===== src/rtl/if_fetch_pkg.sv =====
// if_fetch shared types: bus widths, reset vector, FSM encoding.
// Imported by the fetch stage, its PC register and the ROM bus interface.
package if_fetch_pkg;

  localparam int ADDR_BUS_WIDTH = 32;
  localparam int INST_BUS_WIDTH = 32;

  typedef logic [ADDR_BUS_WIDTH-1:0] addr_t;
  typedef logic [INST_BUS_WIDTH-1:0] inst_t;

  localparam addr_t RESET_PC_DEFAULT = 32'hBFC0_0000;
  localparam addr_t PC_STEP          = 32'd4;
  localparam addr_t WORD_MASK        = 32'hFFFF_FFFC;

  typedef enum logic [1:0] {
    IF_STATE_RESET = 2'd0,
    IF_STATE_RUN   = 2'd1,
    IF_STATE_DRAIN = 2'd2
  } if_state_e;

  // Targets are word aligned; low bits are ignored.
  function automatic addr_t word_align(addr_t a);
    return a & WORD_MASK;
  endfunction

endpackage


===== src/rtl/if_fetch_if.sv =====
// Instruction ROM request/ready bus.
// master = fetch stage, slave = instruction ROM.
interface if_fetch_if;
  import if_fetch_pkg::*;

  logic  rom_en;
  addr_t rom_addr;
  logic  rom_ready;
  inst_t rom_rdata;

  modport master (
    output rom_en,
    output rom_addr,
    input  rom_ready,
    input  rom_rdata
  );

  modport slave (
    input  rom_en,
    input  rom_addr,
    output rom_ready,
    output rom_rdata
  );

endinterface


===== src/rtl/if_fetch_pc_reg.sv =====
// Program counter with latched branch redirect.
// A taken branch waits until its delay slot leaves IF.
module if_fetch_pc_reg
  import if_fetch_pkg::*;
#(
  parameter addr_t RESET_PC = RESET_PC_DEFAULT
) (
  input  logic  clk,
  input  logic  rst,
  input  logic  flush_i,
  input  addr_t exc_pc_i,
  input  logic  branch_flag_i,
  input  addr_t branch_addr_i,
  input  logic  advance_i,
  output addr_t pc_o
);

  addr_t pc_q, pc_d;
  logic  redir_pending_q, redir_pending_d;
  addr_t redir_addr_q, redir_addr_d;

  assign pc_o = pc_q;

  // Next PC: flush wins, then advance, else latch a branch.
  always_comb begin
    pc_d            = pc_q;
    redir_pending_d = redir_pending_q;
    redir_addr_d    = redir_addr_q;
    if (flush_i) begin
      pc_d            = word_align(exc_pc_i);
      redir_pending_d = 1'b0;
    end else if (advance_i) begin
      if (branch_flag_i) begin
        pc_d = word_align(branch_addr_i);
      end else if (redir_pending_q) begin
        pc_d = redir_addr_q;
      end else begin
        pc_d = pc_q + PC_STEP;
      end
      redir_pending_d = 1'b0;
    end else if (branch_flag_i) begin
      redir_pending_d = 1'b1;
      redir_addr_d    = word_align(branch_addr_i);
    end
  end

  // PC and redirect state registers.
  always_ff @(posedge clk) begin
    if (rst) begin
      pc_q            <= word_align(RESET_PC);
      redir_pending_q <= 1'b0;
      redir_addr_q    <= '0;
    end else begin
      pc_q            <= pc_d;
      redir_pending_q <= redir_pending_d;
      redir_addr_q    <= redir_addr_d;
    end
  end

endmodule


===== src/rtl/if_fetch.sv =====
// MIPS32 instruction-fetch stage: ROM handshake, hold buffer,
// flush drain and presentation of the word to IF/ID.
module if_fetch
  import if_fetch_pkg::*;
#(
  parameter addr_t RESET_PC = RESET_PC_DEFAULT
) (
  input  logic       clk,
  input  logic       rst,
  input  logic       stall_current_stage,
  input  logic       flush,
  input  addr_t      exc_pc,
  input  logic       branch_flag,
  input  addr_t      branch_addr,
  if_fetch_if.master rom,
  output logic       stall_request,
  output addr_t      addr_out,
  output inst_t      inst_out
);

  if_state_e state_q, state_d;
  logic      buf_valid_q, buf_valid_d;
  inst_t     inst_buf_q, inst_buf_d;
  addr_t     drain_addr_q, drain_addr_d;

  addr_t pc;
  logic  advance;
  logic  rom_en_c;
  addr_t rom_addr_c;
  inst_t inst_c;
  addr_t addr_c;

  if_fetch_pc_reg #(
    .RESET_PC (RESET_PC)
  ) u_pc_reg (
    .clk           (clk),
    .rst           (rst),
    .flush_i       (flush),
    .exc_pc_i      (exc_pc),
    .branch_flag_i (branch_flag),
    .branch_addr_i (branch_addr),
    .advance_i     (advance),
    .pc_o          (pc)
  );

  // Reset aborts the bus in the same cycle.
  assign rom.rom_en     = rom_en_c & ~rst;
  assign rom.rom_addr   = rst ? '0 : rom_addr_c;
  assign inst_out       = rst ? '0 : inst_c;
  assign addr_out       = rst ? '0 : addr_c;
  assign stall_request  = rom.rom_en & ~rom.rom_ready;

  // FSM next state, bus request and presented word.
  always_comb begin
    state_d      = state_q;
    buf_valid_d  = buf_valid_q;
    inst_buf_d   = inst_buf_q;
    drain_addr_d = drain_addr_q;
    advance      = 1'b0;
    rom_en_c     = 1'b0;
    rom_addr_c   = '0;
    inst_c       = '0;
    addr_c       = '0;
    unique case (state_q)
      IF_STATE_RESET: begin
        state_d = IF_STATE_RUN;
      end
      IF_STATE_RUN: begin
        addr_c = pc;
        if (buf_valid_q) begin
          inst_c = inst_buf_q;
          if (!stall_current_stage) begin
            buf_valid_d = 1'b0;
            advance     = 1'b1;
          end
        end else begin
          rom_en_c   = 1'b1;
          rom_addr_c = pc;
          if (rom.rom_ready) begin
            inst_c = rom.rom_rdata;
            if (stall_current_stage) begin
              buf_valid_d = 1'b1;
              inst_buf_d  = rom.rom_rdata;
            end else begin
              advance = 1'b1;
            end
          end
        end
        if (flush) begin
          inst_c      = '0;
          buf_valid_d = 1'b0;
          advance     = 1'b0;
          if (rom_en_c && !rom.rom_ready) begin
            state_d      = IF_STATE_DRAIN;
            drain_addr_d = rom_addr_c;
          end
        end
      end
      IF_STATE_DRAIN: begin
        rom_en_c   = 1'b1;
        rom_addr_c = drain_addr_q;
        addr_c     = pc;
        if (rom.rom_ready) begin
          state_d = IF_STATE_RUN;
        end
      end
      default: begin
        state_d = IF_STATE_RESET;
      end
    endcase
  end

  // State, hold buffer and drain address registers.
  always_ff @(posedge clk) begin
    if (rst) begin
      state_q      <= IF_STATE_RESET;
      buf_valid_q  <= 1'b0;
      inst_buf_q   <= '0;
      drain_addr_q <= '0;
    end else begin
      state_q      <= state_d;
      buf_valid_q  <= buf_valid_d;
      inst_buf_q   <= inst_buf_d;
      drain_addr_q <= drain_addr_d;
    end
  end

endmodule


===== src/flat_wrapper.sv =====
// flat-port wrapper written by rule: the top's interface ports become plain ports
module if_fetch_flat import if_fetch_pkg::*;
#(
  parameter addr_t RESET_PC = RESET_PC_DEFAULT
)
  (clk, rst, stall_current_stage, flush, exc_pc, branch_flag, branch_addr, stall_request, addr_out, inst_out, rom_rom_en, rom_rom_addr, rom_rom_ready, rom_rom_rdata);
  if_fetch_if rom_i ();
  input  logic clk;
  input  logic rst;
  input  logic stall_current_stage;
  input  logic flush;
  input  addr_t exc_pc;
  input  logic branch_flag;
  input  addr_t branch_addr;
  output logic stall_request;
  output addr_t addr_out;
  output inst_t inst_out;
  output wire logic [$bits(rom_i.rom_en)-1:0] rom_rom_en;
  output wire logic [$bits(rom_i.rom_addr)-1:0] rom_rom_addr;
  input wire logic [$bits(rom_i.rom_ready)-1:0] rom_rom_ready;
  input wire logic [$bits(rom_i.rom_rdata)-1:0] rom_rom_rdata;
  assign rom_rom_en = rom_i.rom_en;
  assign rom_rom_addr = rom_i.rom_addr;
  assign rom_i.rom_ready = rom_rom_ready;
  assign rom_i.rom_rdata = rom_rom_rdata;
  if_fetch #(.RESET_PC(RESET_PC)) u_core (.clk(clk), .rst(rst), .stall_current_stage(stall_current_stage), .flush(flush), .exc_pc(exc_pc), .branch_flag(branch_flag), .branch_addr(branch_addr), .rom(rom_i), .stall_request(stall_request), .addr_out(addr_out), .inst_out(inst_out));
endmodule

===== config.mk =====
export PLATFORM = sky130hd
export DESIGN_NAME = if_fetch_flat
export DESIGN_NICKNAME = d
export VERILOG_FILES = /design/src/rtl/if_fetch_pkg.sv /design/src/rtl/if_fetch_if.sv /design/src/rtl/if_fetch_pc_reg.sv /design/src/rtl/if_fetch.sv /design/src/flat_wrapper.sv
export SDC_FILE = /design/constraint.sdc
export NUM_CORES = 1
export LEC_CHECK = 0
export BUFFER_PORTS_ARGS = -buffer_cell sky130_fd_sc_hd__buf_4
export CORE_MARGIN = 8
export CORE_UTILIZATION = 42
export DETAILED_ROUTE_END_ITERATION = 8
export GPL_TIMING_DRIVEN = 0
export HOLD_SLACK_MARGIN = 0.03
export MAX_ROUTING_LAYER = met4
export PLACE_DENSITY = 0.69
export SYNTH_ARGS = -nofsm -noshare
export SYNTH_HDL_FRONTEND = slang
export SYNTH_HIERARCHICAL = 1
export SYNTH_SLANG_ARGS = --single-unit

===== constraint.sdc =====
create_clock -name clk -period 2.4 [get_ports clk]
set_input_delay 0.6 -clock clk [delete_from_list [all_inputs] [get_ports clk]]
set_output_delay 0.6 -clock clk [all_outputs]
set_load 0.05 [all_outputs]

* Yosys cells after proc, flatten, opt, wreduce, memory -nomap -nowiden
Cells that the tools add are included.
** Word-level totals
- Flip-flop bits (word level) :: 130
- Input port bits :: 102
- Output and inout port bits :: 98
- Word-level logic and storage cells :: 62
** Operators by class
- Add/sub/neg operators :: 1
- Equality and inequality tests :: 5
- Mux-type cells :: 30
- Bitwise operators :: 7
- Reductions and logical operators :: 11
** Operators with widths (count)
- $mux 32 :: 13
- $pmux 32 s2 :: 1
- $add 32x3->32 const B :: 1
- $mux 1 :: 11
- $reduce_and 3->1 :: 3
- $mux 2 :: 3
- $pmux 2 s3 :: 1
- $not 1->1 :: 5
- $ne 2x2->1 const B :: 2
- $reduce_and 4->1 :: 1
- $reduce_or 2->1 :: 2
- $reduce_or 3->1 :: 1
- $and 1x1->1 :: 2
- $eq 2x1->1 const B :: 1
- $eq 2x2->1 const B :: 1
- $logic_not 2->1 :: 1
- $ne 2x1->1 const B :: 1
- $pmux 1 s2 :: 1
- $reduce_bool 2->1 :: 1
- $logic_and 1x1->1 :: 1
- $logic_not 1->1 :: 1

* Logic depth before layout (Yosys ltp)
- Word-level depth :: 7
- Gate-level depth with buffers :: 10
- Depth with buffers taken out :: 9

* By module
The synthesis kept the hierarchy.
** Modules (own cells, without submodules)
- if_fetch_pc_reg :: times used 1, cells an instance 471, area an instance 3666.0 sq um, sequential area each 1261.2 sq um
- if_fetch :: times used 1, cells an instance 463, area an instance 3527.1 sq um, sequential area each 1341.3 sq um

* Worst setup path before layout
OpenSTA, ideal clock, no wires.
- Kind :: input to output
- Start :: input port rst
- End :: output port inst_out[10]
- Arrival time :: 2.187 ns
- Data required time :: 1.800 ns
- Setup slack :: -0.387 ns
- Stages on the path :: 5
- Buffers on the path :: 3
- Cells stage by stage :: buf_2 or4b_1 buf_2 buf_6 nor2_1
** On the way
- Cells in the longest elaborated chain, start to end :: 1
** Ends and longest elaborated chain
- start, declared :: RTL line flat_wrapper.sv:9 : input logic rst;
- $mux 32 :: RTL line if_fetch.sv:49 : assign inst_out = rst ? '0 : inst_c;
- end, declared :: RTL line flat_wrapper.sv:17 : output inst_t inst_out;
No other way between the ends.

* Worst setup path in the final report
- Start :: register u_core.state_q[0]
- End :: output port rom_rom_addr[17]
** On the way
- Cells in the longest elaborated chain, start to end :: 3
- Elaborated cells between the ends (all ways) :: 4
- Those cells by class :: eq/ne: 2; mux: 2
** Ends and longest elaborated chain
- start, declared :: RTL line if_fetch.sv:21 : if_state_e state_q, state_d;
- start signal, assigned :: RTL line if_fetch.sv:121 : state_q <= state_d;
- $eq 2x2->1 / $eq 2x1->1 (equally long branches) :: RTL line if_fetch.sv:64 : unique case (state_q)
- $pmux 32 s2 (*) :: RTL line if_fetch.sv:64
- $mux 32 (*) :: RTL line if_fetch.sv:48 : assign rom.rom_addr = rst ? '0 : rom_addr_c;
- end, declared :: RTL line flat_wrapper.sv:19 : output wire logic [$bits(rom_i.rom_addr)-1:0] rom_rom_addr;
Mark *: on every way between the ends. The rest lies on a longest branch, timed or not.

==> results.md <==
* Synth top cells by count: sky130_fd_sc_hd__nand2_1 (201), sky130_fd_sc_hd__a21oi_1 (130), sky130_fd_sc_hd__dfxtp_1 (130)
* Antenna violations before repair at 0
* Die Area at 21600 µm²
* Fin nets at 1271
* Synthesis-to-finish area growth at 56.4%
* Buffer and inverter count on the worst path at 3
* Initial core utilization at 0.423
* Total via count in the routed design at 8003
* Vertical die dimension at 147 µm
* Highest-delay cell along the critical path: sky130_fd_sc_hd__dfxtp_4
* Synth area leaders: sky130_fd_sc_hd__dfxtp_1 (36%), sky130_fd_sc_hd__nand2_1 (10%), sky130_fd_sc_hd__a21oi_1 (9.0%)
* Avg Cell Area, Syn at 7.70 µm²
* Routed Antenna Nets at 0
* Violated checks: setup timing
* Overall power at 8.18 mW
* GRT Residual Overflow at 0
* Max-slew violation count at 0
* Critical Setup Path Class: register to output pin
* Maximum fanout along the worst path at 7
* Launching point of the worst reg2reg path: u_core/state_q[1]
* HPWL after detailed placement at 19200 µm
* Global-route wire length before repair at 41100 µm
* Unrepaired setup endpoints after global routing: yes
* Largest net degree at the start of global routing at 17
* R2r endpoint: u_core/u_pc_reg/pc_o[15]
* TritonCTS sink count at 130
* Layout cell share with drive strength beyond 1 at 0.348
* Area of all placed cells without fillers at 11300 µm²
* End point of the most critical hold path: u_core/u_pc_reg/pc_o[25]
* Source-to-sink clock delay at the later pin of the worst-skew pair at 0.42 ns
* Number of cells after detailed placement at 1352
* H-tree levels at 4
* Critical Path AT at 2.10 ns
* Core area at 17000 µm²
* Post-route DRC at 0
* Clock slew seen by the registers of the worst setup and hold paths at 0.05 ns
* Placed Area at 9230 µm²
* Max Clk Rate at 0.370 GHz
* Number of setup violations in the final report at 98
* Setup slack on the worst flop-to-flop path at 0.03 ns
* Share of the synthesized area in the top cell type at 0.362
* Post-synthesis register bit count at 130
* Post-detailed-route via-to-cell ratio at 5.72
* Clock tree skew after final layout at 0.00649 ns
* Detailed Route WL at 27700 µm
* Number of cells on the worst reg-to-reg path at 10
* Critical Path Max Stage Delay at 0.39 ns
* Fraction of registers with async set/reset at 0
* Class of the worst hold path: input port to register
* Maximum number of buffers from clock root to sink at 2
* Top flip-flop cell by instance count after synthesis: sky130_fd_sc_hd__dfxtp_1
* First-pass detailed-route iteration total at 5
* GP Congestion at 0.914
* Post-Syn Instances at 934
* Hold violation total from the final report at 0
* Max-cap violation count at 0
* Fin crit period at 2.70 ns
* Worst slew pin tran at 0.666 ns
* Cell count of the worst hold path at 3
* Sequential element share of the synthesized area at 0.362
* # hold bufs at CTS at 0
* Worst vdd ir at 0.000602 V
* Post-synth design cell area at 7190 µm²
* Number of standard cells in the layout, taps in and fillers out at 1399
* Kind of end point of the critical path: output pin
* Run status: finished, violations left
* Leading cell type by number of instances after synthesis: sky130_fd_sc_hd__nand2_1
* Count of different cell masters after synthesis at 68
* Slew headroom at 0.556
* Vias in the first global route at 7488
* Number of nets produced by synthesis at 1041
* Final Worst Setup Slack at -0.300 ns
* Startpoint of the most critical hold path: exc_pc[25]
* Ordered cell list for the critical path: inv_4 > ha_4 > nor2b_4 > and3_4 > clkbuf_16 > a22o_4 > buf_8
* DR iter-0 viols at 736
* LEAKAGE at 4.34 nW
* Data required time of the worst path at 1.80 ns
* Setup total negative slack at -23.01 ns
* Fin crit share at 1.12
* Kind of cell adding the most delay to the critical path: simple AND/OR/NAND/NOR gates
* CTS buffer count at 17
* IO Port Bufs at 193
* Warnings from Yosys at 6
* GRT Overall Usage at 0.244
* Diodes inserted at 0
* Crit start category: register
* Clock tree from TritonCTS: yes
* Pwr per Cell Area at 727 nW/µm²
* Cell at the root of the clock tree: sky130_fd_sc_hd__clkbuf_16
* Number of standard-cell rows in the floorplan at 48
* Die X at 147 µm
* Wire length per cell at 19.8 µm
* Synth area leader: sky130_fd_sc_hd__dfxtp_1
* Number of synthesized flops with an enable pin at 0
* Number of placed I/O pins at 200
## cells in the final DEF, fill, tap and decap left out, drive strengths merged, types with 3 or more instances in the layout
master / Yosys / routed
dfxtp: 130 / 130
ha: 5 / 5
nand4: 15 / 15
o21ai: 26 / 26
nor2b: 6 / 6
and3: 11 / 11
nor4: 6 / 6
xor2: 4 / 4
a21oi: 131 / 131
nand2b: 5 / 5
a311oi: 4 / 4
nor2: 53 / 53
clkbuf: 46 / 75
or3: 4 / 4
and4: 5 / 5
and2: 40 / 40
xnor2: 7 / 7
mux2i: 35 / 35
a22o: 31 / 31
inv: 10 / 10
nand2: 201 / 201
nor3: 6 / 6
o211ai: 3 / 3
o22ai: 7 / 7
a31o: 9 / 9
bufinv: 0 / 3
a22oi: 3 / 3
a211oi: 9 / 9
o221ai: 18 / 18
a21o: 5 / 5
a221oi: 3 / 3
nand3: 15 / 15
nor3b: 22 / 22
buf: 37 / 243
o21a: 3 / 3
a31oi: 3 / 3
## area by class of cell
type	count	area, µm²
Timing Repair Buffer	214	2380
Clock buffer	24	482
Sequential cell	130	2610
Clock inverter	5	103
Inverter	10	42.5
Buffer	80	552
Fill cell	1369	5750
Tap cell	225	282
Multi-Input combinational cell	711	4800
## what timing repair did
item                       4_1_cts  5_1_grt
setup buffers                    5        8
setup endpoints to repair      161      119
gates cloned                     4        6
pin swaps                        2       37
gates resized for setup        159      156
## routing by layer
| layer | global-route usage | up-vias | routed length, µm |
|---|---|---|---|
| li1 | - | 3754 | - |
| met1 | 0.308 | 3850 | 11600 |
| met2 | 0.391 | 354 | 13600 |
| met3 | 0.0424 | 45 | 1860 |
| met4 | 0.0768 | 0 | 642 |
| met5 | - | - | 0 |
## registers in the layout (all words and copies together), names as in the netlist
signal / cells
u_core/buf_valid_q: 1
u_core/drain_addr_q: 32
u_core/inst_buf_q: 32
u_core/state_q: 2
u_core/u_pc_reg/pc_o: 32
u_core/u_pc_reg/redir_addr_q: 30
u_core/u_pc_reg/redir_pending_q: 1
## worst max-delay path by stage
stage / from / to / cells past startpoint
2_1_floorplan: rst / inst_out[10] / 5
3_3_place_gp: flush / u_core/u_pc_reg/pc_o[10] / 7
3_5_place_dp: flush / u_core/u_pc_reg/pc_o[10] / 7
4_1_cts: u_core/state_q[0] / rom_rom_addr[3] / 9
5_1_grt: u_core/state_q[0] / rom_rom_addr[21] / 7
6_report: u_core/state_q[0] / rom_rom_addr[17] / 7
## tightest hold or removal path: cells and delay by family
family	cells	cell delay [ns]
AO/OA/AOI/OAI	2	0.12
buffers and inverters	1	0.08
## where the power goes
part	internal [mW]	switching [mW]	total, mW
combinational	1.38	1.67	3.05
clock	1.70	0.926	2.62
sequential	2.32	0.189	2.51
total	5.40	2.78	8.18
## logic make-up (layout without fill, tap and decap cells)
| group | Yosys count | in the layout | synth area share |
|---|---|---|---|
| compound gates | 263 | 263 | 0.233 |
| xor+xnor | 11 | 11 | 0.0134 |
| fa+ha+maj | 5 | 5 | 0.00870 |
| simple gates | 396 | 396 | 0.272 |
| flops | 130 | 130 | 0.362 |
| buf+inv | 93 | 333 | 0.0609 |
| mux | 36 | 36 | 0.0503 |
## stage by stage
stage / worst slack [ns] / util / hold slack [ns]
floorplan: -0.0233 / - / 0.433
global placement: -0.928 / 0.543 / 0.441
detailed placement: -0.853 / 0.543 / 0.446
CTS: -0.409 / 0.614 / 0.408
global route: -0.362 / 0.662 / 0.424
finish: -0.300 / 0.662 / 0.418
No activity file was read; power rests on OpenSTA's default activity.
